--- config.mk ---
export PLATFORM = sky130hd
export DESIGN_NAME = mac_dot_seq
export DESIGN_NICKNAME = d
export VERILOG_FILES = /design/src/rtl/mac_pkg.sv /design/src/rtl/mac_seq_fifo.sv /design/src/rtl/mac_dot_seq.sv
export SDC_FILE = /design/constraint.sdc
export NUM_CORES = 1
export LEC_CHECK = 0
export CAP_MARGIN = 20
export CORE_AREA = 2 2 133 135
export CTS_CLUSTER_DIAMETER = 30
export DETAILED_ROUTE_END_ITERATION = 12
export DIE_AREA = 0 0 135 137
export GPL_ROUTABILITY_DRIVEN = 1
export PLACE_DENSITY = 0.84
export SYNTH_ARGS = -nofsm -noshare
export SYNTH_HDL_FRONTEND = slang
export SYNTH_HIERARCHICAL = 1
export SYNTH_SLANG_ARGS = --single-unit
--- constraint.sdc ---
create_clock -name clk -period 8.5 [get_ports clk]
set_input_delay 0.85 -clock clk [delete_from_list [all_inputs] [get_ports clk]]
set_output_delay 0.85 -clock clk [all_outputs]
set_load 0.01 [all_outputs]
--- src/rtl/mac_pkg.sv ---
// Shared types for the MAC dot-product sequencer: accumulator width,
// sequencer FSM states and the packed operand-pair FIFO entry.
package mac_pkg;

  localparam int ACC_WIDTH  = 40;
  localparam int OPND_WIDTH = 16;

  typedef enum logic [2:0] {
    IDLE,
    CLEAR,
    LOAD,
    ISSUE,
    WAIT,
    SETTLE,
    DONE,
    DRAIN
  } dotseq_state_t;

  typedef struct packed {
    logic                  last;
    logic [OPND_WIDTH-1:0] a;
    logic [OPND_WIDTH-1:0] b;
  } dotseq_entry_t;

  localparam int ENTRY_W = $bits(dotseq_entry_t);

endpackage

--- src/rtl/mac_seq_fifo.sv ---
// Synchronous operand-pair FIFO with full/empty flags; pointers carry an
// extra wrap bit so full and empty are distinguishable without a counter.
module mac_seq_fifo
  import mac_pkg::*;
#(
  parameter int FIFO_DEPTH = 4
) (
  input  logic               clk,
  input  logic               rst,
  input  logic               wr_en,
  input  logic [ENTRY_W-1:0] wr_data,
  output logic               full,
  input  logic               rd_en,
  output logic [ENTRY_W-1:0] rd_data,
  output logic               empty
);

  localparam int AW = $clog2(FIFO_DEPTH);

  logic [AW:0]        wr_ptr_q, wr_ptr_d;
  logic [AW:0]        rd_ptr_q, rd_ptr_d;
  logic [ENTRY_W-1:0] mem_q [FIFO_DEPTH];
  logic [ENTRY_W-1:0] mem_d [FIFO_DEPTH];

  assign empty   = (wr_ptr_q == rd_ptr_q);
  assign full    = (wr_ptr_q[AW] != rd_ptr_q[AW]) &&
                   (wr_ptr_q[AW-1:0] == rd_ptr_q[AW-1:0]);
  assign rd_data = mem_q[rd_ptr_q[AW-1:0]];

  always_comb begin
    mem_d    = mem_q;
    wr_ptr_d = wr_ptr_q;
    rd_ptr_d = rd_ptr_q;
    if (wr_en && !full) begin
      mem_d[wr_ptr_q[AW-1:0]] = wr_data;
      wr_ptr_d                = wr_ptr_q + (AW+1)'(1);
    end
    if (rd_en && !empty) begin
      rd_ptr_d = rd_ptr_q + (AW+1)'(1);
    end
  end

  always_ff @(posedge clk) begin
    if (rst) begin
      wr_ptr_q <= '0;
      rd_ptr_q <= '0;
    end else begin
      wr_ptr_q <= wr_ptr_d;
      rd_ptr_q <= rd_ptr_d;
    end
  end

  // Storage needs no reset: an entry is only read after it was written.
  always_ff @(posedge clk) begin
    mem_q <= mem_d;
  end

endmodule

--- src/rtl/mac_dot_seq.sv ---
// Dot-product sequencer driving mac_top one operand pair at a time.
// Optional WAIT-state watchdog enabled by defining MAC_DOTSEQ_TIMEOUT_EN.
module mac_dot_seq
  import mac_pkg::*;
#(
  parameter int DATA_WIDTH     = 16,
  parameter int ACC_WIDTH      = mac_pkg::ACC_WIDTH,
  parameter int FIFO_DEPTH     = 4,
  parameter int CNT_WIDTH      = 16,
  parameter int TIMEOUT_CYCLES = 256
) (
  input  logic                  clk,
  input  logic                  rst,
  input  logic                  s_valid,
  output logic                  s_ready,
  input  logic [DATA_WIDTH-1:0] s_a,
  input  logic [DATA_WIDTH-1:0] s_b,
  input  logic                  s_last,
  output logic                  mac_start,
  output logic                  mac_clr_acc,
  output logic [DATA_WIDTH-1:0] mac_a,
  output logic [DATA_WIDTH-1:0] mac_b,
  input  logic [ACC_WIDTH-1:0]  mac_acc,
  input  logic                  mac_ready,
  output logic                  res_valid,
  input  logic                  res_ready,
  output logic [ACC_WIDTH-1:0]  res_data,
  output logic [CNT_WIDTH-1:0]  res_count,
  output logic                  res_err
);

  dotseq_state_t         state_q, state_d;
  logic [CNT_WIDTH-1:0]  cnt_q, cnt_d;
  logic                  last_q, last_d;
  logic [DATA_WIDTH-1:0] mac_a_q, mac_a_d;
  logic [DATA_WIDTH-1:0] mac_b_q, mac_b_d;
  logic [ACC_WIDTH-1:0]  res_data_q, res_data_d;
  logic [CNT_WIDTH-1:0]  res_count_q, res_count_d;

  dotseq_entry_t      wr_entry, rd_entry;
  logic [ENTRY_W-1:0] rd_word;
  logic               fifo_full, fifo_empty, fifo_pop;

  assign wr_entry = '{last: s_last, a: s_a, b: s_b};
  assign rd_entry = dotseq_entry_t'(rd_word);
  assign s_ready  = !fifo_full;

  mac_seq_fifo #(
    .FIFO_DEPTH(FIFO_DEPTH)
  ) u_fifo (
    .clk    (clk),
    .rst    (rst),
    .wr_en  (s_valid),
    .wr_data(wr_entry),
    .full   (fifo_full),
    .rd_en  (fifo_pop),
    .rd_data(rd_word),
    .empty  (fifo_empty)
  );

`ifdef MAC_DOTSEQ_TIMEOUT_EN
  localparam int WD_W = $clog2(TIMEOUT_CYCLES + 1);
  logic [WD_W-1:0] wdog_q, wdog_d;
  logic            res_err_q, res_err_d;
  assign res_err = res_err_q;
`else
  assign res_err = 1'b0;
  if (TIMEOUT_CYCLES < 1) begin : g_timeout_unused
  end
`endif

  assign mac_start   = (state_q == ISSUE);
  assign mac_clr_acc = (state_q == CLEAR);
  assign res_valid   = (state_q == DONE);
  assign mac_a       = mac_a_q;
  assign mac_b       = mac_b_q;
  assign res_data    = res_data_q;
  assign res_count   = res_count_q;

  always_comb begin
    state_d     = state_q;
    cnt_d       = cnt_q;
    last_d      = last_q;
    mac_a_d     = mac_a_q;
    mac_b_d     = mac_b_q;
    res_data_d  = res_data_q;
    res_count_d = res_count_q;
    fifo_pop    = 1'b0;
`ifdef MAC_DOTSEQ_TIMEOUT_EN
    wdog_d      = wdog_q;
    res_err_d   = res_err_q;
`endif
    case (state_q)
      IDLE:  if (!fifo_empty) state_d = CLEAR;
      CLEAR: begin
        cnt_d   = '0;
        state_d = LOAD;
      end
      LOAD: if (!fifo_empty) begin
        fifo_pop = 1'b1;
        mac_a_d  = rd_entry.a;
        mac_b_d  = rd_entry.b;
        last_d   = rd_entry.last;
        cnt_d    = cnt_q + CNT_WIDTH'(1);
        state_d  = ISSUE;
      end
      ISSUE: begin
        state_d = WAIT;
`ifdef MAC_DOTSEQ_TIMEOUT_EN
        wdog_d  = '0;
`endif
      end
      WAIT: begin
        if (mac_ready) begin
          state_d = SETTLE;
`ifdef MAC_DOTSEQ_TIMEOUT_EN
        end else if (wdog_q == WD_W'(TIMEOUT_CYCLES - 1)) begin
          // Abort: report what was consumed, then discard the vector's tail.
          res_err_d   = 1'b1;
          res_data_d  = '0;
          res_count_d = cnt_q;
          state_d     = last_q ? DONE : DRAIN;
        end else begin
          wdog_d = wdog_q + WD_W'(1);
`endif
        end
      end
`ifdef MAC_DOTSEQ_TIMEOUT_EN
      DRAIN: if (!fifo_empty) begin
        fifo_pop = 1'b1;
        if (rd_entry.last) state_d = DONE;
      end
`endif
      SETTLE: begin
        if (last_q) begin
          res_data_d  = mac_acc;
          res_count_d = cnt_q;
`ifdef MAC_DOTSEQ_TIMEOUT_EN
          res_err_d   = 1'b0;
`endif
          state_d     = DONE;
        end else begin
          state_d = LOAD;
        end
      end
      DONE:    if (res_ready) state_d = IDLE;
      default: state_d = IDLE;
    endcase
  end

  always_ff @(posedge clk) begin
    if (rst) begin
      state_q     <= IDLE;
      cnt_q       <= '0;
      last_q      <= 1'b0;
      mac_a_q     <= '0;
      mac_b_q     <= '0;
      res_data_q  <= '0;
      res_count_q <= '0;
`ifdef MAC_DOTSEQ_TIMEOUT_EN
      wdog_q      <= '0;
      res_err_q   <= 1'b0;
`endif
    end else begin
      state_q     <= state_d;
      cnt_q       <= cnt_d;
      last_q      <= last_d;
      mac_a_q     <= mac_a_d;
      mac_b_q     <= mac_b_d;
      res_data_q  <= res_data_d;
      res_count_q <= res_count_d;
`ifdef MAC_DOTSEQ_TIMEOUT_EN
      wdog_q      <= wdog_d;
      res_err_q   <= res_err_d;
`endif
    end
  end

endmodule

==> results.md, run 1 <==
* RSZ-0062 raised after global routing: no
* Most common cell in the synthesized netlist: nand2_1
* DIE WIDTH at 135 um
* Rel. slew slack at 28.5%
* Setup CP Type: reg2reg
* Seq/Total Area, Yosys at 67.5%
* GRT Total Usage at 22.8%
* First-pass GRT wire length at 32.5 mm
* CP Max Fanout at 49
* Number of global-route vias before repair at 6390
* Setup crit start kind: flip-flop
* Via count at 6356
* Final Max Tran Viols at 0
* Pre-CTS setup slack at 4.61 ns
* Worst Reg-to-Reg Cells at 8
* Util after Layout at 73.8%
* Setup Buffers After CTS at 0
* Slew @ Worst Pin at 1.07 ns
* Cell Rows at 48
* Pwr Density at 265 nW/um^2
* Avg WL per Cell at 18.1 um
* Worst vdd ir at 0.000191 V
* Hold Path Cell Cnt at 2
* Maxcap violations at 0
* Worst-path clk slew at 0.05 ns
* PortBufs at 169
* Min-delay src: res_data[36]
* CTS buffer count at 40
* Clock sink count at 246
* CP Data Arrival Time at 4.37 ns
* Yosys top cell area share at 42.9%
* Syn_nets at 819
* Final antenna diode count at 0
* Dominant cell type by area after synthesis: edfxtp_1
* H-tree levels at 2
* Nets at 990
* Layout cells sized above 1 at 13.3%
* Comb power frac at 7.5%
* Area grow syn2layout at 36.1%
* Crit Reg-Reg Startpoint: u_fifo/rd_ptr_q[0]
* Switching share of power at 21.3%
* Post-synthesis cell count at 735
* Fin. Hold Viols at 0
* Flop2flop setup slack at 4.56 ns
* Clk buf depth at 3
* Share of total power in sequential cells at 40.1%
* DIE AREA at 18500 sq um
* Top cells by instance count after synthesis: nand2_1, edfxtp_1, dfxtp_1, a21oi_1, mux4_2
* Initial Util at 54.2%
* Pleak at 4.16 nW
* Synth async-reset ratio at 0%
* Post-CTS Hold Buffers at 0
* Setup TNS at 0 ns
* Net Sw Power at 0.709 mW
* Final WL at 21.0 mm
* DRC violations left at 0
* Worst Hold Class: reg2reg
* DRT antenna net count at 0
* Ys Warns at 6
* Detailed placer's ending HPWL at 11.9 mm
* Flops & latches, synth at 246
* Initial DRC count at 450
* Largest net degree at the start of global routing at 108
* Skew final at 0.0293 ns
* DRT Pass-1 Iters at 5
* Die Y at 137 um
* CTS tree: yes
* Worst skew pair latency at 0.52 ns
* Fin worst setup slack at 4.56 ns
* Root Driver: clkbuf_16
* # setup viols final at 0
* Period utilization at 46.4%
* Avg Vias per Cell at 5.47
* Core box area at 17100 sq um
* Cell area after synthesis at 9250 sq um
* Num ports at 171
* Non-Filler Cell Area, Final at 12600 sq um
* Worst Setup End Kind: flip-flop
* Clk pwr share at 52.3%
* P_int at 2.62 mW
* Status: finished, final reports clean
* Gpl congestion at 0.798
* EDFF count, synth at 132
* Synth cell types at 45
* Main flop type after synthesis: edfxtp_1
* Synth top area cells: edfxtp_1, dfxtp_1, mux4_2
* Total grt overflow at 0
* RR Endpoint: u_fifo/rd_ptr_q[2]
* Post-cts sizing count at 0
* Worst hold slack at 0.449 ns
* Hold endpoint: res_data[36]
* Required @ worst endpoint at 8.93 ns
* Syn Area/Cell at 12.6 sq um
* F_max at 0.254 GHz
* Initial antenna violation count at 0
* Placed cell areas at 11100 sq um
* Post-layout min period at 3.94 ns
==> critical path, stage by stage (launching register included) <==
cell      delay [ns]
dfxtp_2         0.30
buf_4           0.59
xor2_1          0.51
nor3_1          0.13
or4b_2          1.06
clkinv_4        0.45
nand2_1         0.17
or4_1           0.43
a31oi_1         0.17
==> per-layer routing <==
| metal | track usage, % | wire length [um] | vias up |
|---|---|---|---|
| met1 | 27.3 | 8110 | 3054 |
| met3 | 7.30 | 2090 | 40 |
| li1 | - | - | 2978 |
| met4 | 6.31 | 417 | 0 |
| met5 | 0 | 0 | - |
| met2 | 40.0 | 10400 | 284 |
==> layout make-up <==
type	instances	area [sq um]
clock inverters	20	312
well taps	225	282
fillers	1099	4470
repair buffers	173	1760
flip-flops and latches	246	6250
clock buffers	53	1180
inverters	10	42.5
multi-input cells	435	2760
==> through the flow <==
| stage | instances | total power [mW] |
|---|---|---|
| global placement | 1087 | 1.60 |
| detailed placement | 1088 | 1.60 |
| global route | 1162 | 3.44 |
| CTS | 1161 | 3.36 |
| finish | 1162 | 3.33 |
| floorplan | 735 | 1.50 |
==> cell families (layout without fill, tap and decap cells) <==
family | Yosys count | in the layout | share of synthesized area, %
simple gates | 250 | 250 | 11.6
flops | 246 | 246 | 67.5
compound gates | 132 | 132 | 7.83
buf+inv | 54 | 256 | 2.73
mux | 33 | 33 | 8.03
xor+xnor | 13 | 13 | 1.39
fa+ha+maj | 6 | 6 | 0.812
other cells | 1 | 1 | 0.0405
==> worst max-delay path by stage <==
stage,slack [ns],end,cells past startpoint,start
after floorplan,5.78,u_fifo/rd_ptr_q[2],10,u_fifo/wr_ptr_q[0]
after global placement,4.69,cnt_q[14],8,u_fifo/rd_ptr_q[0]
after detailed placement,4.61,u_fifo/rd_ptr_q[2],8,u_fifo/rd_ptr_q[0]
after CTS,4.56,cnt_q[14],8,u_fifo/rd_ptr_q[0]
after global routing,4.22,cnt_q[14],8,u_fifo/rd_ptr_q[0]
final,4.56,u_fifo/rd_ptr_q[2],8,u_fifo/rd_ptr_q[0]
==> cells in the final DEF (no fill, tap or decap), types with 3 or more instances in the layout <==
cell type and instances:
and2_2 4, nor3b_1 4, nand3_1 6, o211ai_1 4, xor2_1 8, xnor2_1 3, clkinv_4 4, nor3_1 3
clkbuf_16 42, inv_1 9, a21oi_1 103, clkinvlp_4 4, nor2b_1 3, clkdlybuf4s50_1 168, clkinv_2 4, nor2_1 15
a31oi_1 3, dfxtp_1 112, bufinv_16 7, mux4_2 33, nand2_1 186, buf_4 3, or3_1 6, o21ai_0 12
nand4_1 8, edfxtp_1 132, clkbuf_8 9, ha_1 6
==> flip-flops by register name, summed over array words and instances (netlist names) <==
name and cells:
mac_b 16, u_fifo/wr_ptr_q 3, res_count 16, state_q 3
res_data 40, u_fifo/rd_ptr_q 3, u_fifo/mem_q 132, last_q 1
cnt_q 16, mac_a 16
==> power by group through the flow <==
stage / Sequential [mW] / Clock [mW] / Combinational [mW]
after floorplan: 1.35 / 0 / 0.150
after global placement: 1.36 / 0 / 0.242
after detailed placement: 1.36 / 0 / 0.246
after CTS: 1.34 / 1.77 / 0.251
after global routing: 1.34 / 1.83 / 0.273
final: 1.34 / 1.74 / 0.251
(Power assumes the default switching activity.)
==> run 2, diff against run 1 <==
CORE_AREA = 2 2 144 146   (was 2 2 133 135)
DIE_AREA = 0 0 146 148   (was 0 0 135 137)
PLACE_DENSITY = 0.76   (was 0.84)
clock period = 3.5 ns   (was 8.5 ns; I/O delays follow)
==> run 2 against run 1 <==
Compared with the run above: flip-flop and latch count stayed put; clock-buffer cell count is 4 higher; clock power grew to 2.7 times the previous value; utilization is 9.4 points lower; first-iteration DRC count is 15% lower; critical endpoint unchanged.
==> results.md, run 2 (synthesized netlist as in run 1, its figures left out) <==
* Number of global-route vias before repair at 6377 (-0.20%)
* Setup CP Type: reg2reg
* CTS buffer count at 46 (+15%)
* Die Y at 148 um (+8.0%)
* Pleak at 4.29 nW (+3.2%)
* Avg Vias per Cell at 5.25 (-4.0%)
* Setup crit start kind: flip-flop
* GRT Total Usage at 19.7% (-3.1 points)
* Worst Setup End Kind: flip-flop
* Setup TNS at 0 ns (unchanged)
* Avg WL per Cell at 17.5 um (-3.2%)
* Slew @ Worst Pin at 0.919 ns (-0.153 ns)
* Area grow syn2layout at 39.5%
* Initial DRC count at 381 (-15%)
* Commonest non-fill, non-tap cell in the layout: nand2_1
* Largest net degree at the start of global routing at 82 (-24%)
* Total grt overflow at 0 (unchanged)
* H-tree levels at 2 (unchanged)
* Final WL at 21.5 mm (+2.0%)
* Num ports at 171 (unchanged)
* Period utilization at 85.6% (+39 points)
* Clk buf depth at 3 (unchanged)
* Core box area at 20000 sq um (+17%)
* First-pass GRT wire length at 33.8 mm (+4.0%)
* Cell Rows at 52 (+8.3%)
* Pre-CTS setup slack at 0.553 ns (-4.06 ns)
* Skew final at 0.0182 ns (-0.0112 ns)
* DIE AREA at 21600 sq um (+17%)
* Status: finished, final reports clean
* Clock sink count at 246 (unchanged)
* # setup viols final at 0 (unchanged)
* Worst-path clk slew at 0.05 ns (about the same)
* Initial Util at 46.2% (-8.1 points)
* F_max at 0.334 GHz (+32%)
* Fin. Hold Viols at 0 (unchanged)
* Rel. slew slack at 38.7% (+10 points)
* Post-CTS Hold Buffers at 0 (unchanged)
* DRC violations left at 0 (unchanged)
* Nets at 1002 (+1.2%)
* RSZ-0062 raised after global routing: no
* Initial antenna violation count at 0 (unchanged)
* Maxcap violations at 0 (unchanged)
* DRT antenna net count at 0 (unchanged)
* Worst vdd ir at 0.000542 V (+180%)
* PortBufs at 169 (unchanged)
* Post-layout min period at 3.00 ns (-0.946 ns)
* Pwr Density at 668 nW/um^2 (+150%)
* DIE WIDTH at 146 um (+8.1%)
* Root Driver: clkbuf_16
* Worst skew pair latency at 0.52 ns (about the same)
* CP Data Arrival Time at 3.42 ns (-0.95 ns)
* Final antenna diode count at 0 (unchanged)
* Crit path buf inv count at 1 (-1)
* Most frequent cells in the layout: nand2_1, clkdlybuf4s50_1, edfxtp_1
* Gpl congestion at 0.770 (-3.5%)
* Max FFs per register at 132 (unchanged)
* Fillers at 1518 (+38%)
* Required @ worst endpoint at 3.93 ns (-5.00 ns)
* DRT Pass-1 Iters at 5 (unchanged)
* Fin worst setup slack at 0.505 ns (-4.05 ns)
* Layout cells sized above 1 at 14.7% (+1.3 points)
* Final Max Tran Viols at 0 (unchanged)
* Setup Buffers After CTS at 0 (unchanged)
* Worst Hold Class: in2reg
* CP max stage delay at 0.69 ns (-0.37 ns)
* CP Max Fanout at 49 (unchanged)
* Worst hold slack at 0.389 ns (-0.0602 ns)
* Via count at 6432 (+1.2%)
* Slowest stage cell, crit path: or4b_2
* Critical path's top delay family: simple AND/OR/NAND/NOR gates
* Register with the most flip-flops: u_fifo/mem_q
* Crit path cell chain: xor2_1 -> nor3_1 -> or4b_2 -> clkinv_4 -> nand2_1 -> or4_1 -> a31oi_1
* Final Total Pwr at 8.62 mW (+160%)
* Detailed placer's ending HPWL at 12.6 mm (+6.5%)
* Post-cts sizing count at 0 (unchanged)
* CTS tree: yes
-- run 2: metal layers --
| metal | vias to the layer above | share of wire, % | global-route usage, % |
|---|---|---|---|
| met5 | - | 0 | 0 |
| met1 | 3116 | 41 | 24.8 |
| met2 | 251 | 49 | 33.5 |
| met3 | 42 | 8.0 | 4.66 |
| met4 | 0 | 2.3 | 7.04 |
| li1 | 3023 | - | - |
-- run 2: stage by stage --
stage / cell area [sq um] / std cells / utilization, %
3_5_place_dp: 11200 / 1140 / 55.9
6_report: 12900 / 1225 / 64.4
4_1_cts: 12900 / 1225 / 64.4
2_1_floorplan: 9250 / 735 / -
5_1_grt: 12900 / 1225 / 64.4
3_3_place_gp: 11200 / 1140 / 55.9
-- run 2: area by class of cell --
| type | count | area, sq um | share of cell area, % |
|---|---|---|---|
| clock buffer | 57 | 1320 | 10.2 |
| inverter | 10 | 42.5 | 0.330 |
| sequential | 246 | 6250 | 48.4 |
| multi-input combinational | 435 | 2760 | 21.4 |
| clock inverter | 28 | 393 | 3.04 |
| tap | 270 | 338 | 2.62 |
| timing repair buffer | 179 | 1800 | 14.0 |
-- run 2: path summary, 6_finish.rpt --
| path | start | endpoint | slack, ns | cells past startpoint |
|---|---|---|---|---|
| worst min-delay path | mac_acc[1] | res_data[1] | 0.39 | 3 |
| worst max-delay path | u_fifo/wr_ptr_q[0] | u_fifo/rd_ptr_q[2] | 0.50 | 7 |
| worst max register to register | u_fifo/wr_ptr_q[0] | u_fifo/rd_ptr_q[2] | 0.50 | 7 |
| worst min register to register | mac_a[8] | mac_a[8] | 0.45 | 2 |
-- run 2: worst reg2reg max path, cell delays in order, from the launching register on --
cell	delay [ns]
dfxtp_1	0.50
xor2_1	0.49
nor3_1	0.14
or4b_2	0.69
clkinv_4	0.33
nand2_1	0.15
or4_1	0.43
a31oi_1	0.17
-- run 2: report_power, final --
group          switching [mW]  total, mW  internal, mW
clock network            1.43       4.75          3.33
logic                   0.322      0.617         0.295
registers              0.0583       3.25          3.19
==> run 3, diff against run 2 <==
CTS_CLUSTER_DIAMETER = 120   (was 30)
==> run 3 against run 2 <==
Compared with the run above: worst hold slack worse by 0.014 ns; final cell count down 3.0%; clock skew decreased by 0.0031 ns; worst setup slack lost 0.046 ns; clock power shrank 43%; non-clock buffer count stayed put; routed wire length shrank 5.7%; clock-buffer cell count fell by 24; die area did not move; sequential share of layout area rose by 3.4 points; largest power group is now registers; via count down 3.4%.
==> results.md, run 3 (synthesized netlist as in run 1, its figures left out) <==
* Post-layout min period at 3.04 ns (+0.0456 ns)
* Layout cells sized above 1 at 11.7% (-3.0 points)
* RSZ-0062 raised after global routing: no
* Setup CP Type: reg2reg
* Util after Layout at 60.2% (-4.2 points)
* Die Y at 148 um (unchanged)
* Setup TNS at 0 ns (unchanged)
* Required @ worst endpoint at 3.94 ns (about the same)
* Initial antenna violation count at 0 (unchanged)
* Area grow syn2layout at 30.4%
* Commonest non-fill, non-tap cell in the layout: nand2_1
* Pre-CTS setup slack at 0.553 ns (unchanged)
* Worst vdd ir at 0.000415 V (-23%)
* Fin. Hold Viols at 0 (unchanged)
* Pwr Density at 543 nW/um^2 (-19%)
* Status: finished, final reports clean
* RR Endpoint: u_fifo/rd_ptr_q[2]
* Setup Buffers After CTS at 0 (unchanged)
* Avg Vias per Cell at 5.23 (-0.43%)
* Crit Reg-Reg Startpoint: u_fifo/wr_ptr_q[0]
* Post-CTS Hold Buffers at 0 (unchanged)
* DRT Pass-1 Iters at 4 (-1)
* H-tree levels at 1 (-1)
* Rel. slew slack at 39.0% (+0.25 points)
* Worst hold slack at 0.375 ns (-0.0140 ns)
* Register area at 6250 sq um (unchanged)
* PortBufs at 169 (unchanged)
* Fin worst setup slack at 0.459 ns (-0.0456 ns)
* Final WL at 20.2 mm (-5.7%)
* Gpl congestion at 0.770 (unchanged)
* Final Total Pwr at 6.55 mW (-24%)
* DIE AREA at 21600 sq um (unchanged)
* Min-delay src: mac_acc[36]
* Worst skew pair latency at 0.53 ns (about the same)
* Worst Reg-to-Reg Cells at 7 (unchanged)
* Avg WL per Cell at 17.0 um (-2.8%)
* Hold Path Cell Cnt at 3 (unchanged)
* Nets at 982 (-2.0%)
* Core box area at 20000 sq um (unchanged)
* Number of global-route vias before repair at 6063 (-4.9%)
* Final Max Tran Viols at 0 (unchanged)
* Flop2flop setup slack at 0.46 ns (-0.05 ns)
* CP Data Arrival Time at 3.48 ns (+0.06 ns)
* Maxcap violations at 0 (unchanged)
* Clock sink count at 246 (unchanged)
* Total grt overflow at 0 (unchanged)
* Period utilization at 86.9% (+1.3 points)
* DRC violations left at 0 (unchanged)
* Worst-path clk slew at 0.06 ns (about the same)
* Setup crit start kind: flip-flop
* DRT antenna net count at 0 (unchanged)
* Register with the most flip-flops: u_fifo/mem_q
* Post-cts sizing count at 0 (unchanged)
* Pleak at 3.89 nW (-9.3%)
* First-pass GRT wire length at 31.9 mm (-5.8%)
* Num ports at 171 (unchanged)
* CTS tree: yes
* # setup viols final at 0 (unchanged)
* DIE WIDTH at 146 um (unchanged)
* Cell Rows at 52 (unchanged)
* CTS buffer count at 26 (-43%)
* Most frequent cells in the layout: nand2_1, clkdlybuf4s50_1, edfxtp_1
* Initial Util at 46.2% (unchanged)
* Initial DRC count at 357 (-6.3%)
* CP Max Fanout at 49 (unchanged)
* Detailed placer's ending HPWL at 12.6 mm (unchanged)
* Max FFs per register at 132 (unchanged)
* Via count at 6211 (-3.4%)
* Clk buf depth at 3 (unchanged)
* Fillers at 1616 (+6.5%)
* Skew final at 0.0150 ns (-0.00314 ns)
* Worst Hold Class: in2reg
* Largest net degree at the start of global routing at 82 (unchanged)
* Multi-input logic area at 2760 sq um (unchanged)
* Slew @ Worst Pin at 0.915 ns (-0.00382 ns)
* Worst Setup End Kind: flip-flop
* GRT Total Usage at 18.2% (-1.5 points)
* F_max at 0.329 GHz (-1.5%)
* Hold endpoint: res_data[36]
* Final antenna diode count at 0 (unchanged)
* Root Driver: clkbuf_16
-- run 3: worst max-delay path by stage --
stage	startpoint	end	depth (start not counted)
4_1_cts	u_fifo/wr_ptr_q[0]	u_fifo/rd_ptr_q[2]	7
3_3_place_gp	u_fifo/wr_ptr_q[0]	cnt_q[14]	7
2_1_floorplan	u_fifo/wr_ptr_q[0]	u_fifo/rd_ptr_q[2]	10
3_5_place_dp	u_fifo/wr_ptr_q[0]	u_fifo/rd_ptr_q[2]	7
5_1_grt	u_fifo/wr_ptr_q[0]	cnt_q[12]	7
6_report	u_fifo/wr_ptr_q[0]	u_fifo/rd_ptr_q[2]	7
-- run 3: through the flow --
step,area (sq um),cells
floorplan,9250,735
global placement,11200,1140
detailed placement,11200,1140
CTS,12100,1188
global route,12100,1188
finish,12100,1188
-- run 3: final cells by class --
type                            count  area share [%]
Inverter                           10           0.353
Timing Repair Buffer              179            14.9
Multi-Input combinational cell    435            22.9
Clock buffer                       33            6.20
Tap cell                          270            2.80
Sequential cell                   246            51.8
Clock inverter                     15           0.986
-- run 3: critical path, cell delays in order, from the launching register on --
cell	delay, ns
dfxtp_1	0.51
xor2_1	0.52
nor3_1	0.14
or4b_2	0.69
clkinv_4	0.34
nand2_1	0.15
or4_1	0.43
a31oi_1	0.17
-- run 3: where the power goes --
group	switching (mW)	leakage, nW	internal, mW	total (mW)
logic	0.319	1.33	0.295	0.614
registers	0.0553	2.13	3.18	3.23
clock network	1.11	0.435	1.59	2.70
total	1.48	3.89	5.06	6.55
-- run 3: per-layer routing --
metal | wire (um) | up-vias | track usage (%) | part of all wire [%]
met4 | 420 | 0 | 4.37 | 2.1
met1 | 8740 | 2989 | 23.6 | 43
met2 | 9650 | 230 | 31.7 | 48
met3 | 1420 | 34 | 3.73 | 7.0
met5 | 0 | - | 0 | 0
li1 | - | 2958 | - | -
